<file path="src/rtl/traffic_pkg.sv">
// Shared definitions for the traffic-light interval timer: debounce FSM
// encodings and default parameter values.
package traffic_pkg;

  typedef enum logic [1:0] {
    StLo     = 2'd0,
    StPendHi = 2'd1,
    StHi     = 2'd2,
    StPendLo = 2'd3
  } db_state_e;

  localparam int unsigned DefPrescale   = 1000;
  localparam int unsigned DefShortTicks = 5;
  localparam int unsigned DefLongTicks  = 25;
  localparam int unsigned DefDbCycles   = 16;

endpackage

</file>
<file path="src/rtl/tick_gen.sv">
// Prescaler: counts 0..PRESCALE-1 and flags the last count as a one-cycle tick.
// clr restarts the count from zero at the edge it is sampled.
module tick_gen
  import traffic_pkg::*;
#(
  parameter int unsigned PRESCALE = DefPrescale
) (
  input  logic clk,
  input  logic R,
  input  logic clr,
  output logic tick
);

  localparam int unsigned W = (PRESCALE > 1) ? $clog2(PRESCALE) : 1;
  localparam logic [W-1:0] Last = W'(PRESCALE - 1);

  logic [W-1:0] cnt_q, cnt_d;

  always_comb begin
    cnt_d = cnt_q + W'(1);
    if (clr || (cnt_q == Last)) begin
      cnt_d = '0;
    end
  end

  always_ff @(posedge clk) begin
    if (R) begin
      cnt_q <= '0;
    end else begin
      cnt_q <= cnt_d;
    end
  end

  assign tick = (cnt_q == Last);

endmodule

</file>
<file path="src/rtl/interval_timer.sv">
// Short/long interval timer with car-sensor conditioning. Define
// TIMER_SENSOR_DEBOUNCE_EN to build the sensor debounce FSM; otherwise C is the synchronized CS.
module interval_timer
  import traffic_pkg::*;
#(
  parameter int unsigned PRESCALE    = DefPrescale,
  parameter int unsigned SHORT_TICKS = DefShortTicks,
  parameter int unsigned LONG_TICKS  = DefLongTicks,
  parameter int unsigned DB_CYCLES   = DefDbCycles
) (
  input  logic clk,
  input  logic R,
  input  logic IC,
  input  logic CS,
  output logic S,
  output logic L,
  output logic C
);

  if (PRESCALE < 2 || SHORT_TICKS < 1 || LONG_TICKS <= SHORT_TICKS || DB_CYCLES < 2)
  begin : g_param_err
    $error("interval_timer: illegal parameter combination");
  end

  localparam int unsigned CW = $clog2(LONG_TICKS + 1);
  localparam logic [CW-1:0] ShortVal = CW'(SHORT_TICKS);
  localparam logic [CW-1:0] LongVal  = CW'(LONG_TICKS);

  logic          tick;
  logic [CW-1:0] tick_cnt_q, tick_cnt_d;
  logic          s_q, l_q;

  tick_gen #(
    .PRESCALE(PRESCALE)
  ) u_tick_gen (
    .clk (clk),
    .R   (R),
    .clr (IC),
    .tick(tick)
  );

  always_comb begin
    tick_cnt_d = tick_cnt_q;
    if (IC) begin
      tick_cnt_d = '0;
    end else if (tick && (tick_cnt_q != LongVal)) begin
      tick_cnt_d = tick_cnt_q + CW'(1);
    end
  end

  // S/L follow the next counter value so they move on the same edge as the count.
  always_ff @(posedge clk) begin
    if (R) begin
      tick_cnt_q <= '0;
      s_q        <= 1'b0;
      l_q        <= 1'b0;
    end else begin
      tick_cnt_q <= tick_cnt_d;
      s_q        <= (tick_cnt_d >= ShortVal);
      l_q        <= (tick_cnt_d == LongVal);
    end
  end

  assign S = s_q;
  assign L = l_q;

  logic sync1_q, sync2_q;

  always_ff @(posedge clk) begin
    if (R) begin
      sync1_q <= 1'b0;
      sync2_q <= 1'b0;
    end else begin
      sync1_q <= CS;
      sync2_q <= sync1_q;
    end
  end

`ifdef TIMER_SENSOR_DEBOUNCE_EN
  localparam int unsigned HW = $clog2(DB_CYCLES + 1);
  localparam logic [HW-1:0] HoldLast = HW'(DB_CYCLES - 1);

  db_state_e     state_q, state_d;
  logic [HW-1:0] hold_q, hold_d;
  logic          c_q;

  // The entering sample counts as the first of the DB_CYCLES consecutive samples.
  always_comb begin
    state_d = state_q;
    hold_d  = hold_q;
    case (state_q)
      StLo: begin
        if (sync2_q) begin
          state_d = StPendHi;
          hold_d  = HW'(1);
        end
      end
      StPendHi: begin
        if (!sync2_q) begin
          state_d = StLo;
        end else if (hold_q == HoldLast) begin
          state_d = StHi;
        end else begin
          hold_d = hold_q + HW'(1);
        end
      end
      StHi: begin
        if (!sync2_q) begin
          state_d = StPendLo;
          hold_d  = HW'(1);
        end
      end
      StPendLo: begin
        if (sync2_q) begin
          state_d = StHi;
        end else if (hold_q == HoldLast) begin
          state_d = StLo;
        end else begin
          hold_d = hold_q + HW'(1);
        end
      end
      default: state_d = StLo;
    endcase
  end

  always_ff @(posedge clk) begin
    if (R) begin
      state_q <= StLo;
      hold_q  <= '0;
      c_q     <= 1'b0;
    end else begin
      state_q <= state_d;
      hold_q  <= hold_d;
      c_q     <= (state_d == StHi) || (state_d == StPendLo);
    end
  end

  assign C = c_q;
`else
  assign C = sync2_q;
`endif

endmodule

</file>
<file path="config.mk">
export PLATFORM = sky130hd
export DESIGN_NAME = interval_timer
export DESIGN_NICKNAME = d
export VERILOG_FILES = /design/src/rtl/traffic_pkg.sv /design/src/rtl/tick_gen.sv /design/src/rtl/interval_timer.sv
export SDC_FILE = /design/constraint.sdc
export NUM_CORES = 1
export LEC_CHECK = 0
export ABC_CLOCK_PERIOD_IN_PS = 2200
export CAP_MARGIN = 10
export CORE_MARGIN = 1
export CORE_UTILIZATION = 35
export DETAILED_ROUTE_END_ITERATION = 7
export SYNTH_ARGS = -nofsm -noshare
export SYNTH_HDL_FRONTEND = slang
export SYNTH_SLANG_ARGS = --single-unit
</file>
<file path="constraint.sdc">
create_clock -name clk -period 2.2 [get_ports clk]
set_clock_uncertainty 0.05 [all_clocks]
set_input_delay 0.44 -clock clk [delete_from_list [all_inputs] [get_ports clk]]
set_output_delay 0.44 -clock clk [all_outputs]
set_load 0.1 [all_outputs]
</file>
Yosys cells after proc, flatten, opt, wreduce, memory -nomap -nowiden
Index checks and enable logic that the tools add are counted.
- logic and storage cells: 17
- input port bits: 4
- output and inout port bits: 3
- register bits after elaboration: 19
- multiplexer cells: 2
- $lt $le $gt $ge: 1
- reduce and logical (&&, ||, !) cells: 3
- eq/ne operators: 3
- add/sub/neg operators: 2
- operators by type and width (operator ; number):
    $add 10x1->10 const B ; 1
    $eq 10x10->1 const B ; 1
    $mux 5 ; 2
    $add 5x1->5 const B ; 1
    $eq 5x5->1 const B ; 1
    $ge 5x3->1 const B ; 1
    $ne 5x5->1 const B ; 1
    $reduce_or 2->1 ; 1
    $logic_and 1x1->1 ; 1
    $logic_or 1x1->1 ; 1

Logic depth before layout (Yosys ltp)
Gate-level depths: netlist (run 1).
- depth after elaboration: 5
- gate-level depth with buffers: 7
- depth with buffers taken out: 7

Modules after synthesis
A second synthesis (run 1) with hierarchy kept.
- cell total of the unflattened synthesis: 96
- area total of the unflattened synthesis: 887.1 µm²
- by module, submodules not included (module ; area an instance (µm²) ; sequential area each (µm²) ; times used ; cells each):
    tick_gen ; 459.2 ; 200.2 ; 1 ; 52
    interval_timer ; 427.9 ; 180.2 ; 1 ; 44

Least setup slack after synthesis (run 1)
No wires, ideal clock.
- path kind: register to register
- start: register u_tick_gen.cnt_q[0]
- end: register s_q, in the netlist S
- library setup time: 122 ps
- clock period less this slack: 1908 ps
- data arrival time: 1736 ps
- path buffers: 0
- stages on the path, launching flop included: 7
- data required time: 2028 ps
- slack: 292 ps
- path through: dfxtp_1 > ha_1 > nand4b_4 > nor4b_2 > mux2i_1 > nand2_1 > a311o_1
- cells in the longest elaborated chain, start to end: 5
- ends and longest elaborated chain (what ; RTL line ; source):
    start, declared ; tick_gen.sv:17 ; logic [W-1:0] cnt_q, cnt_d;
    start signal, assigned ; tick_gen.sv:30 ; cnt_q <= cnt_d;
    $eq 10x10->1 ; tick_gen.sv:34 ; assign tick = (cnt_q == Last);
    $logic_and 1x1->1 ; interval_timer.sv:46 ; end else if (tick && (tick_cnt_q != LongVal)) begin
    $mux 5 ; interval_timer.sv:46 ;
    $mux 5 ; interval_timer.sv:44 ; if (IC) begin
    $ge 5x3->1 ; interval_timer.sv:59 ; s_q <= (tick_cnt_d >= ShortVal);
    end signal, assigned ; interval_timer.sv:59 ;
    end, declared ; interval_timer.sv:31 ; logic s_q, l_q;
Every way passes these cells.
A chain may end at the register's enable or synchronous reset.

Worst setup path in the final report (run 1)
Same ends and word-level chain as after synthesis.

==> results.json, run 1 <==
{
  "clk_latency_ps": 300,
  "wirelength_mm": 1.52,
  "hold_ws_ps": 407,
  "place_congestion": 0.858,
  "syn_area_per_cell_um2": 9.78,
  "grt_max_degree": 11,
  "postLayoutCoreUtil_pct": 41.9,
  "die_x_um": 52.7,
  "gr-usage-all-layers_pct": 13.4,
  "netlist_instances": 92,
  "drive_gt1_share_pct": 17.6,
  "antenna_found_initial": 0,
  "max_freq_ghz": 0.496,
  "critPathKind": "reg2reg",
  "cap_viol_max_count": 0,
  "drtPass1Iterations": 4,
  "hold_viol": 0,
  "avgRoutedWirePerCell_um": 11.5,
  "grt_pass1_vias": 609,
  "synth_top_area_cell": "dfxtp_1",
  "vdd.ir_drop.worst_mv": 0.366,
  "dp_slack_ps": 135,
  "synth.cell_area_um2": 900,
  "vias_per_cell": 4.71,
  "yosysUniqueCellTypes": 33,
  "yosys_warnings": 0,
  "seq_area_um2": 380,
  "status": "finished, final reports clean",
  "post_cts_buffers": 0,
  "core.rowCount": 18,
  "min_period_ps": 2020,
  "cts_tree": "done",
  "min_period_over_period_pct": 91.6,
  "nets": 110,
  "powerDensity_nw_per_um2": 536,
  "cts_buffers": 3,
  "worstMarginPinSlew_ps": 371,
  "critPathMaxFanout": 4,
  "path_clk_slew_ps": 100,
  "worstHoldPathType": "reg2reg",
  "rsz0062_at_grt": "no",
  "initial_utilization_pct": 36.6,
  "multi_input_area_um2": 505,
  "via_count": 622,
  "placed_cell_area_um2": 993,
  "ant_nets": 0,
  "die_h_um": 52.7,
  "place_hpwl_mm": 1.17,
  "postLayoutCellArea_um2": 1030,
  "p_total_mw": 0.551,
  "arrival_ps": 2170,
  "root_buffer": "clkbuf_4",
  "worst_slack_ps": 184,
  "async_reset_ff_share_pct": 0,
  "synth_most_common_cell": "dfxtp_1",
  "ios": 7,
  "nFillCells": 246,
  "synth_top_area_share_pct": 42.3,
  "coreArea_um2": 2450,
  "stdcell_count": 132,
  "drt_iter0_markers": 5,
  "dp_cells": 128,
  "worst_setup_path_start_kind": "register",
  "ys_seq_elements": 19,
  "area_growth_pct": 14.3,
  "cts.sinks": 19,
  "synth_common_cells": "dfxtp_1 (19), nor2_1 (15), xnor2_1 (7), nand3_1 (6)",
  "ys_seq_area_share_pct": 42.3,
  "portBuffers": 6,
  "fin_setup_tns_ps": 0,
  "grt_pass1_wl_mm": 2.60,
  "cts_buffer_depth": 2,
  "synth_edf_count": 0,
  "htreeDepth": 1,
  "synth_area_leaders": "dfxtp_1 (42%), xnor2_1 (6.8%), nor2_1 (6.3%), ha_1 (4.2%), xor2_1 (3.9%)",
  "relSlewSlack_pct": 75.1,
  "yosys_most_used_dff": "dfxtp_1",
  "power.leakage_nw": 0.413,
  "cts_hold_buf": 0,
  "required_ps": 2350,
  "final-setup-viol-count": 0,
  "dieArea_um2": 2780,
  "drc_errors": 0,
  "cp-end-kind": "register",
  "antenna_cells": 0,
  "grt_overflow_total": 0,
  "synth_nets": 99,
  "maxSlewViolCount": 0
}
-- routing by layer --
metal | vias to the layer above | GRT usage, % | wire length (µm)
met3 | 4 | 5.22 | 51
met2 | 5 | 21.9 | 745
li1 | 335 | - | -
met4 | 0 | 6.58 | 23
met5 | - | 0 | 0
met1 | 278 | 15.1 | 695
-- timing repair --
action | in CTS | in global routing
hold endpoints to repair | 0 | 0
endpoints found under the setup margin | 0 | 1
resized for setup | 0 | 1
-- cells in the final DEF, fill, tap and decap left out, types with 2 or more instances in the layout --
cell / Yosys / final
xnor2_1: 7 / 7
nor2_1: 15 / 15
nor3_1: 2 / 2
nor2b_1: 2 / 2
nor3_2: 2 / 2
mux2i_1: 2 / 2
nand3_1: 6 / 6
o21ai_0: 2 / 2
clkbuf_4: 0 / 3
buf_4: 1 / 5
ha_1: 3 / 3
clkdlybuf4s50_1: 0 / 3
nor4_1: 2 / 2
dfxtp_1: 19 / 19
nand2_1: 4 / 4
xor2_1: 4 / 4
inv_1: 3 / 3
-- path summary, 6_finish.rpt --
| path | slack (ps) | end | start | cells past startpoint |
|---|---|---|---|---|
| hold reg to reg | 410 | C$_SDFF_PP0_ | sync1_q$_SDFF_PP0_ | 1 |
| setup / recovery | 180 | S$_SDFF_PP0_ | u_tick_gen.cnt_q[0]$_SDFF_PP0_ | 6 |
| setup reg to reg | 180 | S$_SDFF_PP0_ | u_tick_gen.cnt_q[0]$_SDFF_PP0_ | 6 |
| hold / removal | 410 | C$_SDFF_PP0_ | sync1_q$_SDFF_PP0_ | 1 |
-- worst max-delay path, cell delays in order, from the launching register on --
cell and delay, ps:
dfxtp_1 380, ha_1 260, nand4b_4 170, nor4b_4 320, mux2i_1 310, nand2_1 90, a311o_1 340
-- logic make-up after synthesis --
kind of cell,count (synthesis),share of synthesized area (%)
AND/OR/NAND/NOR,48,35.3
XOR/XNOR,11,10.7
AO/OA/AOI/OAI,4,2.78
multiplexers,2,2.23
buffers and inverters,5,2.50
adder cells (fa/ha/maj),3,4.17
flip-flops,19,42.3
-- state kept, by name, summed over array words and instances (netlist names) --
| signal | cells |
|---|---|
| u_tick_gen.cnt_q | 10 |
| S | 1 |
| L | 1 |
| tick_cnt_q | 5 |
| C | 1 |
| sync1_q | 1 |
-- cell type report --
class | instances | area share, %
well taps | 30 | 3.65
inverters | 3 | 1.09
flip-flops and latches | 19 | 37.0
multi-input cells | 68 | 49.1
repair buffers | 8 | 6.57
clock buffers | 4 | 2.55
-- where the power goes --
part           internal [mW]  switching (mW)  leakage, nW
Clock                 0.0708           0.106       0.0150
Sequential             0.347         0.00187        0.154
Combinational        0.00991          0.0159        0.245
Total                  0.428           0.123        0.413
(Power assumes the default switching activity.)
==> run 2, diff against run 1 <==
- CTS_CLUSTER_DIAMETER: unset -> 30
- HOLD_SLACK_MARGIN: unset -> 0.12
==> results of run 2 <==
The final DEF is identical to that of run 1; final timing and power are the same.
==> run 3, diff against run 2 <==
--- a/constraint.sdc
+++ b/constraint.sdc
@@ -3,3 +3,3 @@
 set_input_delay 0.44 -clock clk [delete_from_list [all_inputs] [get_ports clk]]
 set_output_delay 0.44 -clock clk [all_outputs]
-set_load 0.1 [all_outputs]
+set_load 0.05 [all_outputs]
==> run 3 against run 2 <==
Power decreased by 0.77%. Worst hold slack improved by 4.3 ps. Final area is 0.85% higher. Sequential cell count unchanged. Critical path depth did not move. Count of clock-buffer cells in the layout is 1 lower. Largest cell class unchanged.
==> results.json, run 3 (synthesis gave the netlist of run 1 again) <==
{
  "final-setup-viol-count": 0,
  "grt_pass1_wl_mm": 2.64,
  "portBuffers": 6,
  "path_clk_slew_ps": 110,
  "drc_errors": 0,
  "antenna_found_initial": 0,
  "cap_viol_max_count": 0,
  "required_ps": 2350,
  "top_register": "u_tick_gen.cnt_q",
  "cp-end-kind": "register",
  "stdcell_count": 132,
  "root_buffer": "clkbuf_4",
  "post_cts_buffers": 0,
  "place_congestion": 0.852,
  "cts_hold_buf": 0,
  "rsz0062_at_grt": "no",
  "vias_per_cell": 4.86,
  "cts_tree": "done",
  "max_freq_ghz": 0.490,
  "core.rowCount": 18,
  "grt_overflow_total": 0,
  "initial_utilization_pct": 36.6,
  "vdd.ir_drop.worst_mv": 0.349,
  "die_x_um": 52.7,
  "largest_reg_flops": 10,
  "ios": 7,
  "cts.sinks": 19,
  "avgRoutedWirePerCell_um": 11.8,
  "die_h_um": 52.7,
  "clk_latency_ps": 300,
  "area_growth_pct": 15.3,
  "postLayoutCoreUtil_pct": 42.3,
  "hold_ws_ps": 412,
  "final_cell_mix": "dfxtp_1 (19), nor2_1 (15), xnor2_1 (7)",
  "htreeDepth": 1,
  "nets": 110,
  "fin_setup_tns_ps": 0,
  "critPathKind": "reg2reg",
  "min_period_ps": 2040,
  "dp_cells": 128,
  "via_count": 642,
  "top_regs": "u_tick_gen.cnt_q: 10 flops, tick_cnt_q: 5 flops",
  "powerDensity_nw_per_um2": 527,
  "worstMarginPinSlew_ps": 490,
  "reg2regPathDepth": 6,
  "wirelength_mm": 1.56,
  "min_period_over_period_pct": 92.8,
  "min-delay-start": "sync1_q$_SDFF_PP0_",
  "hold_viol": 0,
  "coreArea_um2": 2450,
  "drt_iter0_markers": 10,
  "relSlewSlack_pct": 67.3,
  "ant_nets": 0,
  "grt_max_degree": 12,
  "arrival_ps": 2190,
  "status": "finished, final reports clean",
  "worst_setup_path_start_kind": "register",
  "reg2reg_from": "u_tick_gen.cnt_q[0]$_SDFF_PP0_",
  "maxSlewViolCount": 0,
  "gr-usage-all-layers_pct": 13.7,
  "antenna_cells": 0,
  "drtPass1Iterations": 4,
  "p_total_mw": 0.547,
  "place_hpwl_mm": 1.20,
  "final_common_cell": "dfxtp_1",
  "grt_pass1_vias": 618,
  "dieArea_um2": 2780,
  "drive_gt1_share_pct": 15.7,
  "power.leakage_nw": 0.410,
  "critPathMaxFanout": 4,
  "cts_buffers": 3,
  "worstHoldPathType": "reg2reg",
  "crit_path_start": "u_tick_gen.cnt_q[0]$_SDFF_PP0_",
  "holdPathStages": 1,
  "cts_buffer_depth": 2
}
run 3: routing by layer:
metal	vias to the layer above	track usage [%]	wire length, µm
li1	333	-	-
met1	299	15.2	698
met2	6	22.8	786
met3	4	3.48	42
met4	0	9.21	32
met5	-	0	0
run 3: report_power, final:
part,total (mW),switching (mW),internal [mW]
Combinational,0.0232,0.0129,0.0102
Clock,0.175,0.107,0.0677
Sequential,0.349,0.00202,0.347
Total,0.547,0.122,0.425
run 3: final cells by class:
class | count | area (µm²)
clock buffer | 3 | 22.5
clock inverter | 1 | 5.00
fill | 246 | 1420
inverter | 3 | 11.3
multi-input combinational | 68 | 505
sequential | 19 | 380
tap | 30 | 37.5
timing repair buffer | 8 | 75.1
run 3: worst max-delay path, cell delays in order (launching register included):
cell and delay (ps):
dfxtp_1 390, ha_1 260, nand4b_4 170, nor4b_4 320, mux2i_1 320, nand2_1 80
a311o_1 340
run 3: through the flow:
stage / setup WS (ps) / area (µm²)
after floorplan: 292 / 900
after global placement: 216 / 1000
after detailed placement: 148 / 1000
after CTS: 115 / 1030
after global routing: 22.5 / 1040
final: 158 / 1040
run 3: final timing paths:
kind / end / slack [ps]
worst max-delay path: S$_SDFF_PP0_ / 160
worst min-delay path: C$_SDFF_PP0_ / 410
worst max register to register: S$_SDFF_PP0_ / 160
worst min register to register: C$_SDFF_PP0_ / 410
run 3: repair_timing:
item,CTS,global route
hold endpoints to repair,0,0
resized for setup,0,1
endpoints found under the setup margin,0,1
